--- config.mk ---
export PLATFORM = sky130hd
export DESIGN_NAME = pixel_unpacker_flat
export DESIGN_NICKNAME = d
export VERILOG_FILES = /design/src/rtl/pixel_stream_pkg.sv /design/src/rtl/pixel_unpacker_if.sv /design/src/rtl/pixel_out_reg.sv /design/src/rtl/pixel_unpacker.sv /design/src/flat_wrapper.sv
export SDC_FILE = /design/constraint.sdc
export NUM_CORES = 1
export LEC_CHECK = 0
export BUFFER_PORTS_ARGS = -buffer_cell sky130_fd_sc_hd__buf_2
export CAP_MARGIN = 10
export CORE_UTILIZATION = 59
export DETAILED_ROUTE_END_ITERATION = 6
export GPL_ROUTABILITY_DRIVEN = 0
export PLACE_DENSITY_LB_ADDON = 0.12
export SKIP_CTS_REPAIR_TIMING = 1
export SYNTH_ARGS = -nofsm -noshare
export SYNTH_HDL_FRONTEND = slang
export SYNTH_SLANG_ARGS = --single-unit
--- constraint.sdc ---
create_clock -name aclk -period 4 [get_ports aclk]
set_input_delay 0.2 -clock aclk [delete_from_list [all_inputs] [get_ports aclk]]
set_output_delay 0.2 -clock aclk [all_outputs]
set_load 0.1 [all_outputs]
--- src/rtl/pixel_stream_pkg.sv ---
// Shared definitions for the packed 24-bit RGB pixel stream.
// Both the packer and the unpacker use these. In a packed stream,
// four 24-bit pixels occupy three 32-bit words.
//
// Contents:
//   R/G/B byte-lane positions inside a 24-bit pixel
//   WORDS_PER_GROUP / PIXELS_PER_GROUP  packing ratio
//   phase_t                             word-within-group phase
//   pixel_t                             one unpacked pixel plus its markers
package pixel_stream_pkg;

    localparam int R_MSB = 23;
    localparam int R_LSB = 16;
    localparam int G_MSB = 15;
    localparam int G_LSB = 8;
    localparam int B_MSB = 7;
    localparam int B_LSB = 0;

    localparam int WORDS_PER_GROUP  = 3;
    localparam int PIXELS_PER_GROUP = 4;

    // PH2B is the extra cycle in which the fourth pixel is emitted
    // from leftover bits, without consuming a word.
    typedef enum logic [1:0] {
        PH0,
        PH1,
        PH2,
        PH2B
    } phase_t;

    typedef struct packed {
        logic [23:0] rgb;
        logic        sof;
        logic        eol;
    } pixel_t;

endpackage

--- src/rtl/pixel_unpacker_if.sv ---
// Packed 32-bit AXI-Stream carrying 24-bit pixels, four pixels per
// three words.
//
// Signals:
//   tdata   packed pixel bytes, little-endian
//   tkeep   byte enables (producers always drive 4'hF)
//   tlast   end of line, on the third word of a group
//   tuser   start of frame, on the first word of a group
//   tvalid  word valid
//   tready  word accepted when high together with tvalid
// Modports: master drives the stream; slave consumes it.
interface pixel_unpacker_if;

    logic [31:0] tdata;
    logic [3:0]  tkeep;
    logic        tlast;
    logic        tuser;
    logic        tvalid;
    logic        tready;

    modport master (
        output tdata, tkeep, tlast, tuser, tvalid,
        input  tready
    );

    modport slave (
        input  tdata, tkeep, tlast, tuser, tvalid,
        output tready
    );

endinterface

--- src/rtl/pixel_out_reg.sv ---
// One-entry valid/ready output stage for unpacked pixels.
// It holds one pixel together with its sof/eol markers. While the
// pixel waits for the consumer, the stored pixel stays unchanged.
//
// Ports:
//   aclk, areset  clock and asynchronous active-high reset
//   load_i        capture pix_i; the caller loads only when the slot is free
//   pix_i         pixel to capture
//   ready_i       downstream accepts the held pixel
//   pix_o         held pixel
//   valid_o       held pixel is valid
module pixel_out_reg
    import pixel_stream_pkg::*;
(
    input  logic   aclk,
    input  logic   areset,
    input  logic   load_i,
    input  pixel_t pix_i,
    input  logic   ready_i,
    output pixel_t pix_o,
    output logic   valid_o
);

    pixel_t pix_q;
    logic   valid_q;

    // A load takes priority over a drain. The caller loads only when
    // the slot is empty or is being drained in the same cycle, so a
    // held pixel is never overwritten.
    always_ff @(posedge aclk or posedge areset) begin
        if (areset) begin
            pix_q   <= '0;
            valid_q <= 1'b0;
        end else if (load_i) begin
            pix_q   <= pix_i;
            valid_q <= 1'b1;
        end else if (ready_i) begin
            valid_q <= 1'b0;
        end
    end

    assign pix_o   = pix_q;
    assign valid_o = valid_q;

endmodule

--- src/rtl/pixel_unpacker.sv ---
// Unpacks the packed 24-bit RGB stream (4 pixels in 3 words) into one
// pixel per handshake, with sof/eol markers and misalignment detection.
//
// Build option: define PIXEL_UNPACKER_LINE_CHECK_EN to enable the
// line-length checker that drives err_line. Without it, err_line is 0.
//
// Parameters:
//   X_SIZE     expected pixels per line (multiple of 4); line checker only
// Ports:
//   aclk, areset  clock and asynchronous active-high reset
//   in_stream     packed input stream (slave side)
//   r, g, b       unpacked pixel
//   sof, eol      first pixel of frame / last pixel of line
//   valid, ready  output pixel handshake
//   err_align     one-cycle pulse on a misplaced tuser or tlast
//   err_line      one-cycle pulse on a line-length mismatch
module pixel_unpacker
    import pixel_stream_pkg::*;
#(
    parameter int X_SIZE = 640
) (
    input  logic             aclk,
    input  logic             areset,
    pixel_unpacker_if.slave  in_stream,
    output logic [7:0]       r,
    output logic [7:0]       g,
    output logic [7:0]       b,
    output logic             sof,
    output logic             eol,
    output logic             valid,
    input  logic             ready,
    output logic             err_align,
    output logic             err_line
);

    phase_t      state_q, state_d, effPhase;
    logic [23:0] resid_q, resid_d;
    logic        eolPend_q, eolPend_d;
    logic        errAlign_q, errAlign_d;
    logic        canLoad, accept, load, misUser, misLast;
    logic [31:0] word;
    pixel_t      pixIn, pixOut;
    logic        unusedCfg;

    // tkeep is always all-ones, so it is ignored. This flag also keeps
    // the packing-ratio constants and X_SIZE referenced in every build.
    assign unusedCfg = (^in_stream.tkeep) ||
                       ((X_SIZE % PIXELS_PER_GROUP) != 0) ||
                       (WORDS_PER_GROUP != 3);

    assign word    = in_stream.tdata;
    assign canLoad = !valid || ready;
    assign accept  = in_stream.tvalid && in_stream.tready;

    assign in_stream.tready = !areset && (state_q != PH2B) && canLoad;

    // Next-state and pixel assembly.
    // A misplaced tuser restarts the group, so the word is decoded as
    // W0 (effPhase = PH0). A tlast on anything but W2 of the effective
    // group closes the line early and returns to PH0.
    always_comb begin
        state_d    = state_q;
        resid_d    = resid_q;
        eolPend_d  = eolPend_q;
        errAlign_d = 1'b0;
        load       = 1'b0;
        misUser    = 1'b0;
        misLast    = 1'b0;
        effPhase   = state_q;
        pixIn      = '0;

        if (state_q == PH2B) begin
            if (canLoad) begin
                load       = 1'b1;
                pixIn.rgb  = resid_q;
                pixIn.eol  = eolPend_q;
                state_d    = PH0;
                resid_d    = '0;
                eolPend_d  = 1'b0;
            end
        end else if (accept) begin
            misUser    = in_stream.tuser && (state_q == PH1 || state_q == PH2);
            effPhase   = misUser ? PH0 : state_q;
            misLast    = in_stream.tlast && (effPhase != PH2);
            load       = 1'b1;
            errAlign_d = misUser || misLast;
            pixIn.sof  = in_stream.tuser && (effPhase == PH0);
            pixIn.eol  = misLast;

            case (effPhase)
                PH0: begin
                    pixIn.rgb = word[23:0];
                    resid_d   = {16'h0, word[31:24]};
                    state_d   = PH1;
                end
                PH1: begin
                    pixIn.rgb = {word[15:0], resid_q[7:0]};
                    resid_d   = {8'h0, word[31:16]};
                    state_d   = PH2;
                end
                default: begin
                    pixIn.rgb = {word[7:0], resid_q[15:0]};
                    resid_d   = word[31:8];
                    eolPend_d = in_stream.tlast;
                    state_d   = PH2B;
                end
            endcase

            if (misLast) begin
                state_d = PH0;
                resid_d = '0;
            end
        end
    end

    always_ff @(posedge aclk or posedge areset) begin
        if (areset) begin
            state_q    <= PH0;
            resid_q    <= '0;
            eolPend_q  <= 1'b0;
            errAlign_q <= 1'b0;
        end else begin
            state_q    <= state_d;
            resid_q    <= resid_d;
            eolPend_q  <= eolPend_d;
            errAlign_q <= errAlign_d;
        end
    end

    pixel_out_reg u_out_reg (
        .aclk    (aclk),
        .areset  (areset),
        .load_i  (load),
        .pix_i   (pixIn),
        .ready_i (ready),
        .pix_o   (pixOut),
        .valid_o (valid)
    );

    assign r         = pixOut.rgb[R_MSB:R_LSB];
    assign g         = pixOut.rgb[G_MSB:G_LSB];
    assign b         = pixOut.rgb[B_MSB:B_LSB];
    assign sof       = pixOut.sof;
    assign eol       = pixOut.eol;
    assign err_align = errAlign_q;

`ifdef PIXEL_UNPACKER_LINE_CHECK_EN
    localparam int CW = $clog2(X_SIZE + 1);

    logic [CW-1:0] lineCount_q, lineCount_d, cntBase, cntNext;
    logic          errLine_q, errLine_d;

    // Counts pixels as they enter the output stage. The error pulse is
    // registered so that it lines up with the offending pixel on valid.
    always_comb begin
        lineCount_d = lineCount_q;
        errLine_d   = 1'b0;
        cntBase     = pixIn.sof ? '0 : lineCount_q;
        cntNext     = cntBase + CW'(1);
        if (load) begin
            if (pixIn.eol) begin
                errLine_d   = (cntNext != CW'(X_SIZE));
                lineCount_d = '0;
            end else if (cntNext == CW'(X_SIZE)) begin
                errLine_d   = 1'b1;
                lineCount_d = '0;
            end else begin
                lineCount_d = cntNext;
            end
        end
    end

    always_ff @(posedge aclk or posedge areset) begin
        if (areset) begin
            lineCount_q <= '0;
            errLine_q   <= 1'b0;
        end else begin
            lineCount_q <= lineCount_d;
            errLine_q   <= errLine_d;
        end
    end

    assign err_line = errLine_q;
`else
    assign err_line = 1'b0;
`endif

endmodule

--- src/flat_wrapper.sv ---
// flat-port wrapper written by rule: the top's interface ports become plain ports
module pixel_unpacker_flat import pixel_stream_pkg::*;
#(
    parameter int X_SIZE = 640
)
  (aclk, areset, r, g, b, sof, eol, valid, ready, err_align, err_line, in_stream_tdata, in_stream_tkeep, in_stream_tlast, in_stream_tuser, in_stream_tvalid, in_stream_tready);
  pixel_unpacker_if in_stream_i ();
  input  logic aclk;
  input  logic areset;
  output logic [7:0] r;
  output logic [7:0] g;
  output logic [7:0] b;
  output logic sof;
  output logic eol;
  output logic valid;
  input  logic ready;
  output logic err_align;
  output logic err_line;
  input wire logic [$bits(in_stream_i.tdata)-1:0] in_stream_tdata;
  input wire logic [$bits(in_stream_i.tkeep)-1:0] in_stream_tkeep;
  input wire logic [$bits(in_stream_i.tlast)-1:0] in_stream_tlast;
  input wire logic [$bits(in_stream_i.tuser)-1:0] in_stream_tuser;
  input wire logic [$bits(in_stream_i.tvalid)-1:0] in_stream_tvalid;
  output wire logic [$bits(in_stream_i.tready)-1:0] in_stream_tready;
  assign in_stream_i.tdata = in_stream_tdata;
  assign in_stream_i.tkeep = in_stream_tkeep;
  assign in_stream_i.tlast = in_stream_tlast;
  assign in_stream_i.tuser = in_stream_tuser;
  assign in_stream_i.tvalid = in_stream_tvalid;
  assign in_stream_tready = in_stream_i.tready;
  pixel_unpacker #(.X_SIZE(X_SIZE)) u_core (.aclk(aclk), .areset(areset), .in_stream(in_stream_i), .r(r), .g(g), .b(b), .sof(sof), .eol(eol), .valid(valid), .ready(ready), .err_align(err_align), .err_line(err_line));
endmodule
After elaboration in Yosys (flattened, before gate mapping). Cells that the tools add are included.

Flip-flop bits (word level): 55. Bits of input ports: 42.

Equal/unequal tests: 8. Multiplexer cells: 29. Reductions and logical operators: 17.

Operators by type and width (number): $mux 24 (6); $pmux 24 s2 (2); $mux 26 (1); $mux 1 (14); $mux 2 (5); $logic_and 1x1->1 (6); $eq 2x1->1 const B (2); $eq 2x2->1 const B (2); $ne 2x1->1 const B (2); $ne 2x2->1 const B (2); $pmux 2 s2 (1); $reduce_bool 2->1 (2); $logic_or 1x1->1 (3); $reduce_and 3->1 (1); $logic_not 1->1 (2); $logic_not 2->1 (1); $reduce_and 2->1 (1); $reduce_or 2->1 (1).

Depth between registers and ports, before layout. Gate-level depths: netlist of the first run.

Word-level depth: 9. Depth in mapped cells: 7. Gate-level depth less buffers: 5.

By module. From an unflattened synthesis of the first run, not the netlist that was laid out.

Cell total of the unflattened synthesis: 298. Area total of the unflattened synthesis: 3126.7 sq um.

Modules (own cells, without submodules): pixel_unpacker (times used 1, cells an instance 239, area an instance 2020.7 sq um); pixel_out_reg (times used 1, cells an instance 59, area an instance 1106.1 sq um).

Least setup slack after synthesis of the first run. No wires, ideal clock.

Path kind: register to output. From: register u_core.u_out_reg.valid_q, in the netlist u_core.u_out_reg.valid_o. To: output port in_stream_tready. Arrival time: 3.165 ns. Data required time: 3.800 ns. Path slack: 0.635 ns. Stages on the path, launching flop included: 4. Path through: dfrtp_1 -> nor2b_4 -> buf_6 -> nor3_1.

Longest elaborated chain between the ends: 3.

Ends and longest elaborated chain: from (decl) (line pixel_out_reg.sv:25) `logic valid_q;`; from (signal assigned) (line pixel_out_reg.sv:33) `valid_q <= 1'b0;`; from (signal assigned) (line pixel_out_reg.sv:36) `valid_q <= 1'b1;`; from (signal assigned) (line pixel_out_reg.sv:38) `valid_q <= 1'b0;`; $logic_not 1->1 (line pixel_unpacker.sv:52) `assign canLoad = !valid || ready;`; $logic_or 1x1->1 (line pixel_unpacker.sv:52); $logic_and 1x1->1 (line pixel_unpacker.sv:55) `assign in_stream.tready = !areset && (state_q != PH2B) && canLoad;`; to (decl) (line flat_wrapper.sv:24) `output wire logic [$bits(in_stream_i.tready)-1:0] in_stream_tready;`.

Every way passes these cells.

Worst setup path in the final report of the first run.
From: register u_core.state_q[1]. To: register u_core.u_out_reg.pix_q, in the netlist u_core.u_out_reg.pix_o[13].

Longest elaborated chain between the ends: 8. Elaborated cells on any way between the ends: 17. Classes of those cells: eq/ne: 5; mux: 6; reduce/logical: 6.

Ends and longest elaborated chain: from (decl) (line pixel_unpacker.sv:36) `phase_t state_q, state_d, effPhase;`; from (signal assigned) (line pixel_unpacker.sv:123) `state_q <= state_d;`; $eq 2x1->1 or $eq 2x2->1 (tied branches) (line pixel_unpacker.sv:82) `misUser = in_stream.tuser && (state_q == PH1 || state_q == PH2);`; $logic_or 1x1->1 (line pixel_unpacker.sv:82); $logic_and 1x1->1 (line pixel_unpacker.sv:82); $mux 2 (line pixel_unpacker.sv:83) `effPhase = misUser ? PH0 : state_q;`; $eq 2x1->1 or $logic_not 2->1 (tied branches) (line pixel_unpacker.sv:90) `case (effPhase)`; $pmux 24 s2 (line pixel_unpacker.sv:90); $mux 26 (line pixel_unpacker.sv:81) `end else if (accept) begin`; $mux 24 (line pixel_unpacker.sv:72) `if (state_q == PH2B) begin`; to (signal assigned) (line pixel_out_reg.sv:35) `pix_q <= pix_i;`; to (decl) (line pixel_out_reg.sv:24) `pixel_t pix_q;`.

Several ways; a longest one is shown, not always the timed one. A chain may end at the register's enable or synchronous reset.

==> results.ini, run 1 <==
[routing]
dr.first_iter.drc_count = 406
ant_nets = 0
routedWlPerCell_um = 19.96
drt_first_pass_iters = 5
drt_wl_total_um = 9280
vias = 3038
vias_per_cell = 6.533
drc = 0

[synth]
synth.net_count = 388
ys.flop_type = dfrtp_1
avgSynthCellArea_sq_um = 9.607
yosys_warnings = 0
synth_cells = 345
async_flop_share = 1.000
yosysUniqueCellTypes = 46
ys_seq_area_frac = 0.4153
synth_area_leaders = dfrtp_1 (42%), a21oi_1 (6.3%), a22oi_1 (5.7%)
synth_largest_area_cell = dfrtp_1
syn_area_sq_um = 3314
synth_edf_count = 0
synth_seq_cells = 55
synth_top_area_share = 0.4153

[pwr]
power_density_nw_per_um2 = 960.4
p_leak_uw = 0.001570
peakVddDrop_mv = 0.6751

[critical_path]
cp_max_fo = 21
worstPathArrival_ps = 2730
reg2reg_depth = 6
required_ps = 4190
path_class = register to register
end_kind = register
start_kind = register

[finish]
nets = 439
final_cell_area_sq_um = 3655
utilization = 0.6935
layout-drive-gt1-share = 0.3038
seq_area_sq_um = 1376
filler_cell_count = 443
multi_input_area_sq_um = 1660
mostFrequentLayoutCell = buf_2
area_delta_synth_final_pct = 10.27
diodes = 0
layout_common_cells = buf_2 (66), dfrtp_1 (55), a21oi_1 (42)

[timing]
timing.fmax_ghz = 0.3935
final_max_slew_viol_count = 0
min_period_ps = 2541
holdWs_ps = -33.54
relSlewSlack = 0.3670
hold_viol = 25
max_slew.worst_pin.slew_ps = 949.3
post-route-period-util = 0.6353
clock_skew_ps = 6.501
rsz0062_at_grt = false
setup_viol = 0
tns_ps = 0

[floorplanning]
dieArea_sq_um = 5921
die_h_um = 76.95
core_area_sq_um = 5270
die_width_um = 76.95
initial_core_util = 0.6289
rows = 26
io_pins = 72

[clock_network]
cts_tree = built
cts_buffers = 5
cts_buffer_depth = 2
clk_latency_ps = 300
clock-root-buffer = clkbuf_8
htree_levels = 2
cts.sinks = 55
path_clk_slew_ps = 90

[status]
status = finished, violations left
violations = hold timing

[global_route]
grt_pass1_wl_um = 15180
grt_pass1_vias = 2775
grt_max_degree = 57
antenna_found_initial = 0
grtUsageTotal = 0.3328
grt-ovfl-total = 0

[flow_run]
max_cap_violations = 0

[placed_design]
post_dp_cell_area_sq_um = 3582
detailed_place_hpwl_um = 6295
port_buffers = 66

[hold_path]
hold_path_class = input port to async pin

-- sequential cells by signal, indices dropped and copies added, names as in the netlist --
name,cells
u_core.eolPend_q,1
u_core.err_align,1
u_core.resid_q,24
u_core.state_q,2
u_core.u_out_reg.pix_o,26
u_core.u_out_reg.valid_o,1
-- final timing paths --
path | from | endpoint | slack (ps)
worst max-delay path | u_core.state_q[1] | u_core.u_out_reg.pix_o[13] | 1460
worst max register to register | u_core.state_q[1] | u_core.u_out_reg.pix_o[13] | 1460
max in group asynchronous | areset | u_core.eolPend_q | 3250
min in group aclk | in_stream_tdata[25] | u_core.resid_q[17] | 170
worst min register to register | u_core.resid_q[22] | u_core.resid_q[22] | 500
worst min-delay path | areset | u_core.u_out_reg.valid_o | -30
-- per-layer routing --
layer | vias to the layer above | GRT usage | share of wire
met5 | - | 0 | 0
met4 | 0 | 0.08462 | 0.014
met3 | 14 | 0.08690 | 0.11
met2 | 187 | 0.4893 | 0.44
met1 | 1460 | 0.4853 | 0.43
li1 | 1377 | - | -
-- cell usage after synthesis (10+ instances only) --
| master | count |
|---|---|
| a21oi_1 | 42 |
| a22oi_1 | 25 |
| buf_2 | 11 |
| dfrtp_1 | 55 |
| inv_1 | 17 |
| nand2_1 | 17 |
| nor2_1 | 34 |
| nor2b_1 | 10 |
| o21ai_0 | 14 |
| o21ai_1 | 10 |
| o22ai_1 | 16 |
-- through the flow --
stage	cells	total power, uW	setup WS [ps]	hold WS (ps)
finish	465	3510	1459	-33.54
global route	465	3688	1318	14.54
CTS	465	3488	1502	-23.72
detailed placement	459	3200	1528	305.7
global placement	459	3169	1557	305.4
floorplan	345	2839	635.2	327.3
-- report_power, final --
part	internal, uW	leakage (uW)	switching (uW)
clock network	117	0.0000371	170
registers	770	0.000700	106
logic	533	0.000833	1810
-- kinds of logic after synthesis --
group	synth area share
flops	0.4153
fa+ha+maj	0.003774
other cells	0.001131
compound gates	0.3779
buf+inv	0.08494
simple gates	0.1170
-- area by class of cell --
type                            count  share of cell area
Clock buffer                        6             0.01986
Sequential cell                    55              0.3766
Inverter                           18             0.01849
Tap cell                           70             0.02396
Timing Repair Buffer               74              0.1068
Multi-Input combinational cell    242              0.4543
-- critical path, cell delays in order, from the launching register on --
cell      delay, ps
dfrtp_1         390
ha_1            280
buf_4           250
a21bo_2         580
a21boi_2        560
o22ai_1         160
o22a_1          200
(Power assumes the default switching activity.)
==> run 2, diff against run 1 <==
--- a/config.mk
+++ b/config.mk
@@ -7,7 +7,7 @@
 export LEC_CHECK = 0
 export BUFFER_PORTS_ARGS = -buffer_cell sky130_fd_sc_hd__buf_2
 export CAP_MARGIN = 10
-export CORE_UTILIZATION = 59
+export CORE_UTILIZATION = 55
 export DETAILED_ROUTE_END_ITERATION = 6
 export GPL_ROUTABILITY_DRIVEN = 0
 export PLACE_DENSITY_LB_ADDON = 0.12
==> constraint.sdc (replaced) <==
create_clock -name aclk -period 2.4 [get_ports aclk]
set_input_delay 0.12 -clock aclk [delete_from_list [all_inputs] [get_ports aclk]]
set_output_delay 0.12 -clock aclk [all_outputs]
set_load 0.1 [all_outputs]
==> results.ini, run 2 (same netlist as run 1, synthesis figures left out) <==
[clock_network]
cts_buffers = 5  ; unchanged
htree_levels = 2  ; unchanged
clock-root-buffer = clkbuf_8  ; unchanged
cts_tree = built  ; unchanged
cts_buffer_depth = 2  ; unchanged
clk_latency_ps = 310  ; was 300 ps
path_clk_slew_ps = 100  ; was 90 ps
cts.sinks = 55  ; unchanged

[hold_path]
hold_end = u_core.resid_q[16]
min_from = in_stream_tdata[24]
hold_path_class = input port to register  ; was input port to async pin
hold_depth = 2

[critical_path]
required_ps = 2600  ; was 4190 ps
critical_path.top_delay_family = compound AO/OA/AOI/OAI gates  ; unchanged
r2r-start = u_core.state_q[1]  ; unchanged
cpPeakStageDelay_ps = 400  ; was 580 ps
cp_max_fo = 26  ; was 21
reg2reg_depth = 6  ; unchanged
cp_slowest_cell = dfrtp_1  ; was a21bo_2
rrSetupSlack_ps = 310  ; was 1460 ps
worstPathArrival_ps = 2300  ; was 2730 ps
crit_chain = ha_1 > buf_4 > nand2_2 > a31oi_1 > o22ai_1 > o22a_1  ; was ha_1 > buf_4 > a21bo_2 > a21boi_2 > o22ai_1 > o22a_1
cp_num_buf_inv = 1  ; unchanged
reg2reg_to = u_core.u_out_reg.pix_o[17]  ; was u_core.u_out_reg.pix_o[13]
start_kind = register  ; unchanged
path_class = register to register  ; unchanged
end_kind = register  ; unchanged

[floorplanning]
io_pins = 72  ; unchanged
dieArea_sq_um = 6341  ; was 5921 sq um
core_area_sq_um = 5642  ; was 5270 sq um
rows = 27  ; was 26
die_width_um = 79.63  ; was 76.95 um
die_h_um = 79.63  ; was 76.95 um
initial_core_util = 0.5875  ; was 0.6289

[timing]
min_period_ps = 2092  ; was 2541 ps
setup_viol = 0  ; unchanged
relSlewSlack = 0.5982  ; was 0.3670
tns_ps = 0  ; unchanged
timing.fmax_ghz = 0.4781  ; was 0.3935 GHz
post-route-period-util = 0.8715  ; was 0.6353
clock_skew_ps = 7.064  ; was 6.501 ps
max_slew.worst_pin.slew_ps = 600.5  ; was 949.3 ps
rsz0062_at_grt = false  ; unchanged
hold_viol = 0  ; was 25
final_max_slew_viol_count = 0  ; unchanged
fin_ws_ps = 308.4  ; was 1459 ps

[pwr]
p_sw_frac = 0.5877  ; was 0.5953
seqPwrFrac = 0.243  ; was 0.250
peakVddDrop_mv = 0.8475  ; was 0.6751 mV
p_leak_uw = 0.001613  ; was 0.001570 uW
power_density_nw_per_um2 = 1587  ; was 960.4 nW/um^2
power.internal_uw = 2449  ; was 1420 uW
pwr-share-clk = 0.092  ; was 0.082
p_comb_frac = 0.666  ; was 0.668
power_switching_uw = 3491  ; was 2089 uW

[finish]
multi_input_area_sq_um = 1672  ; was 1660 sq um
area_delta_synth_final_pct = 12.95  ; was 10.27%
mostFrequentLayoutCell = buf_2  ; unchanged
layout_common_cells = buf_2 (66), dfrtp_1 (55), a21oi_1 (42)  ; unchanged
diodes = 0  ; unchanged
nets = 444  ; was 439
utilization = 0.6636  ; was 0.6935
seq_area_sq_um = 1376  ; unchanged
largest_reg_flops = 26  ; unchanged
layout-drive-gt1-share = 0.3159  ; was 0.3038
filler_cell_count = 475  ; was 443

[placed_design]
port_buffers = 66  ; unchanged
pre_cts_ws_ps = 377.1  ; was 1528 ps
detailed_place_hpwl_um = 6370  ; was 6295 um

[global_route]
grt_pass1_vias = 2734  ; was 2775
grt_max_degree = 57  ; unchanged
grt_pass1_wl_um = 14720  ; was 15180 um
grt-ovfl-total = 0  ; unchanged
antenna_found_initial = 0  ; unchanged
grtUsageTotal = 0.3071  ; was 0.3328

[status]
violations = DRC  ; was hold timing
status = finished, violations left  ; unchanged

[routing]
drt_wl_total_um = 9223  ; was 9280 um
drt_first_pass_iters = 7  ; was 5
dr.first_iter.drc_count = 374  ; was 406
routedWlPerCell_um = 19.46  ; was 19.96 um
vias = 3056  ; was 3038
ant_nets = 0  ; unchanged
drc = 5  ; was 0
vias_per_cell = 6.447  ; was 6.533

[flow_run]
max_cap_violations = 0  ; unchanged

run 2: changes by cell type in the layout (fill, tap and decap cells not counted):
cell / change
clkinv_4: +1
clkbuf_8: +1
buf_4: +3
nor3_4: +1
buf_12: +1
nor3_1: -1
dlygate4sd3_1: +1
run 2: power by group through the flow:
| stage | Clock [uW] | Combinational, uW | Sequential (uW) |
|---|---|---|---|
| finish | 545 | 3950 | 1440 |
| global route | 593 | 4160 | 1480 |
| CTS | 553 | 3920 | 1440 |
| detailed placement | 0 | 3900 | 1460 |
| global placement | 0 | 3870 | 1450 |
| floorplan | 0 | 1760 | 2980 |
run 2: how the worst max path moves through the flow:
stage | from | endpoint | slack [ps] | cells after the start
after floorplan | u_core.u_out_reg.valid_o | in_stream_tready | 400 | 3
after global placement | u_core.state_q[0] | u_core.u_out_reg.pix_o[17] | 390 | 6
after detailed placement | u_core.state_q[0] | u_core.u_out_reg.pix_o[17] | 380 | 6
after CTS | u_core.state_q[1] | u_core.u_out_reg.pix_o[17] | 350 | 6
after global routing | u_core.state_q[1] | u_core.u_out_reg.pix_o[14] | 190 | 6
final | u_core.state_q[1] | u_core.u_out_reg.pix_o[17] | 310 | 6
run 2: routing by layer:
layer  vias up  wire length (um)  global-route usage  share of wire
met4         0               153             0.08727          0.017
met5         -                 0                   0              0
met1      1450              4071              0.4688           0.44
met2       195              4106              0.4444           0.45
met3        21               893             0.05143          0.097
li1       1390                 -                   -              -
run 2: cell type report:
type,count,share of cell area
multi-input combinational,242,0.4465
sequential,55,0.3676
timing repair buffer,79,0.1183
tap,72,0.02406
clock buffer,7,0.02306
inverter,18,0.01805
clock inverter,1,0.002340
run 2: worst reg2reg max path, delay by kind of cell, from the launching register on:
kind | cells | cell delay [ps]
buf+inv | 1 | 260
compound gates | 3 | 640
flops | 1 | 400
simple gates | 1 | 400
fa+ha+maj | 1 | 290
run 2: metrics by stage:
stage	power, uW	hold WS [ps]	instances	cell area (sq um)
after floorplan	4738	247.3	345	3326
after global placement	5318	254.6	465	3638
after detailed placement	5365	252.2	465	3638
after CTS	5917	-83.84	473	3734
after global routing	6228	91.29	474	3744
final	5940	84.23	474	3744
==> run 3, diff against run 2 <==
--- a/config.mk
+++ b/config.mk
@@ -7,11 +7,13 @@
 export LEC_CHECK = 0
 export BUFFER_PORTS_ARGS = -buffer_cell sky130_fd_sc_hd__buf_2
 export CAP_MARGIN = 10
-export CORE_UTILIZATION = 55
+export CORE_UTILIZATION = 54
 export DETAILED_ROUTE_END_ITERATION = 6
 export GPL_ROUTABILITY_DRIVEN = 0
+export HOLD_SLACK_MARGIN = 0.05
 export PLACE_DENSITY_LB_ADDON = 0.12
 export SKIP_CTS_REPAIR_TIMING = 1
 export SYNTH_ARGS = -nofsm -noshare
 export SYNTH_HDL_FRONTEND = slang
+export SYNTH_HIERARCHICAL = 1
 export SYNTH_SLANG_ARGS = --single-unit
==> results.ini, run 3 <==
[global_route]
met1_usage = 0.3878  ; was 0.4688
grt-ovfl-total = 0  ; unchanged
grtUsageTotal = 0.2865  ; was 0.3071
grt_pass1_wl_um = 13210  ; was 14720 um
grt_max_degree = 29  ; was 57
grt_use_met3 = 0.05116  ; was 0.05143
grt_use_met2 = 0.4614  ; was 0.4444
antenna_found_initial = 0  ; unchanged
grt_pass1_vias = 2630  ; was 2734
grt-busiest-layer = met2  ; was met1

[timing]
hold_viol = 0  ; unchanged
max_slew.worst_pin.slew_ps = 785.4  ; was 600.5 ps
post-route-period-util = 0.8797  ; was 0.8715
final_max_slew_viol_count = 0  ; unchanged
timing.fmax_ghz = 0.4736  ; was 0.4781 GHz
tns_ps = 0  ; unchanged
clock_skew_ps = 5.161  ; was 7.064 ps
fin_ws_ps = 288.7  ; was 308.4 ps
min_period_ps = 2111  ; was 2092 ps
relSlewSlack = 0.4764  ; was 0.5982
rsz0062_at_grt = false  ; unchanged
setup_viol = 0  ; unchanged

[routing]
drc = 0  ; was 5
routedWlPerCell_um = 18.66  ; was 19.46 um
dr.first_iter.drc_count = 186  ; was 374
ant_nets = 0  ; unchanged
drt_wl_total_um = 8099  ; was 9223 um
drt_first_pass_iters = 4  ; was 7
vias = 2584  ; was 3056
vias_per_cell = 5.954  ; was 6.447

[clock_network]
cts_buffers = 5  ; unchanged
cts.sinks = 55  ; unchanged
clk_latency_ps = 310  ; about the same
htree_levels = 2  ; unchanged
cts_tree = built  ; unchanged
cts_buffer_depth = 2  ; unchanged
path_clk_slew_ps = 90  ; was 100 ps
clock-root-buffer = clkbuf_8  ; unchanged

[flow_run]
max_cap_violations = 0  ; unchanged

[critical_path]
required_ps = 2600  ; about the same
end_kind = register  ; unchanged
worstPathArrival_ps = 2310  ; was 2300 ps
cp_num_buf_inv = 0  ; was 1
cp_max_fo = 10  ; was 26
start_kind = register  ; unchanged
cp_slowest_cell = a21oi_2  ; was dfrtp_1
rrSetupSlack_ps = 290  ; was 310 ps
crit_chain = ha_1 > nand2_2 > nand2_1 > a21oi_2 > mux2_1  ; was ha_1 > buf_4 > nand2_2 > a31oi_1 > o22ai_1 > o22a_1
cpPeakStageDelay_ps = 490  ; was 400 ps
path_class = register to register  ; unchanged
critical_path.top_delay_family = compound AO/OA/AOI/OAI gates  ; unchanged

[synth]
post-synth-top-count-cell = dfrtp_1  ; unchanged
synth_area_leaders = dfrtp_1 (44%), mux2_4 (9.1%), a22o_1 (4.5%)  ; was dfrtp_1 (42%), a21oi_1 (6.3%), a22oi_1 (5.7%)
async_flop_share = 1.000  ; unchanged
avgSynthCellArea_sq_um = 10.49  ; was 9.607 sq um
synth_seq_cells = 55  ; unchanged
yosys_warnings = 6  ; was 0
ys_seq_area_frac = 0.4402  ; was 0.4153
syn_area_sq_um = 3127  ; was 3314 sq um
yosysUniqueCellTypes = 43  ; was 46
synth_top_area_share = 0.4402  ; was 0.4153
synthTopCellsByCount = dfrtp_1 (55), a21oi_1 (26), nand2_1 (24), o21ai_0 (23)  ; was dfrtp_1 (55), a21oi_1 (42), nor2_1 (34), a22oi_1 (25)
synth_cells = 298  ; was 345
synth_edf_count = 0  ; unchanged
synth_largest_area_cell = dfrtp_1  ; unchanged
ys.flop_type = dfrtp_1  ; unchanged
synth.net_count = 341  ; was 388

[finish]
nets = 405  ; was 444
largest_reg_flops = 26  ; unchanged
area_delta_synth_final_pct = 14.81  ; was 12.95%
mostFrequentLayoutCell = buf_2  ; unchanged
final_cell_area_sq_um = 3590  ; was 3744 sq um
layout-drive-gt1-share = 0.3315  ; was 0.3159
layout_common_cells = buf_2 (66), dfrtp_1 (55), a21oi_1 (26)  ; was buf_2 (66), dfrtp_1 (55), a21oi_1 (42)
diodes = 0  ; unchanged

[floorplanning]
core_area_sq_um = 5540  ; was 5642 sq um
die_width_um = 78.10  ; was 79.63 um
die_h_um = 78.10  ; was 79.63 um
rows = 27  ; unchanged
dieArea_sq_um = 6099  ; was 6341 sq um
initial_core_util = 0.5644  ; was 0.5875
io_pins = 72  ; unchanged

[pwr]
peakVddDrop_mv = 0.8227  ; was 0.8475 mV
power_density_nw_per_um2 = 1424  ; was 1587 nW/um^2
p_leak_uw = 0.001762  ; was 0.001613 uW

[placed_design]
port_buffers = 66  ; unchanged
post_dp_cell_area_sq_um = 3473  ; was 3638 sq um
pre_cts_ws_ps = 328.9  ; was 377.1 ps
detailed_place_hpwl_um = 5939  ; was 6370 um

[status]
status = finished clean  ; was finished, violations left

[hold_path]
hold_path_class = input port to register  ; unchanged

[run 3: kinds of logic after synthesis]
kind of cell	count (synthesis)	synth area share
AO/OA/AOI/OAI	113	0.2497
AND/OR/NAND/NOR	64	0.09925
adder cells (fa/ha/maj)	1	0.004001
buffers and inverters	29	0.06002
flip-flops	55	0.4402
other	1	0.001199
multiplexers	35	0.1457
[run 3: report_power, final]
part	switching, uW	total, uW	internal (uW)
clock network	307	612	305
logic	2270	3110	845
registers	160	1390	1230
[run 3: worst paths after layout]
check	from	to	depth (start not counted)
max	u_core/state_q[0]	u_core/eolPend_q	5
min	in_stream_tdata[25]	u_core/resid_q[17]	2
max reg2reg	u_core/state_q[0]	u_core/eolPend_q	5
min reg2reg	u_core/resid_q[5]	u_core/resid_q[5]	2
max in group asynchronous	areset	u_core/u_out_reg/pix_o[6]	4
min in group asynchronous	areset	u_core/eolPend_q	3
[run 3: cell type report]
cell class	count	area, sq um
fillers	480	1951
multi-input cells	214	1564
flip-flops and latches	55	1376
repair buffers	78	422.9
well taps	72	90.09
clock buffers	5	68.82
clock inverters	2	37.54
inverters	8	30.03
[run 3: metrics by stage]
| stage | hold slack, ps | util | power (uW) | instances |
|---|---|---|---|---|
| finish | 59.19 | 0.6479 | 5112 | 434 |
| global route | 58.17 | 0.6479 | 5383 | 434 |
| CTS | -177.2 | 0.6461 | 5110 | 433 |
| detailed placement | 156.6 | 0.6269 | 4495 | 426 |
| global placement | 135.2 | 0.6269 | 4426 | 426 |
| floorplan | 172.7 | - | 3979 | 298 |
[run 3: metal layers]
| layer | up-vias | share of wire |
|---|---|---|
| met4 | 0 | 0.021 |
| met1 | 1267 | 0.42 |
| met3 | 17 | 0.052 |
| li1 | 1216 | - |
| met2 | 84 | 0.51 |
| met5 | - | 0 |
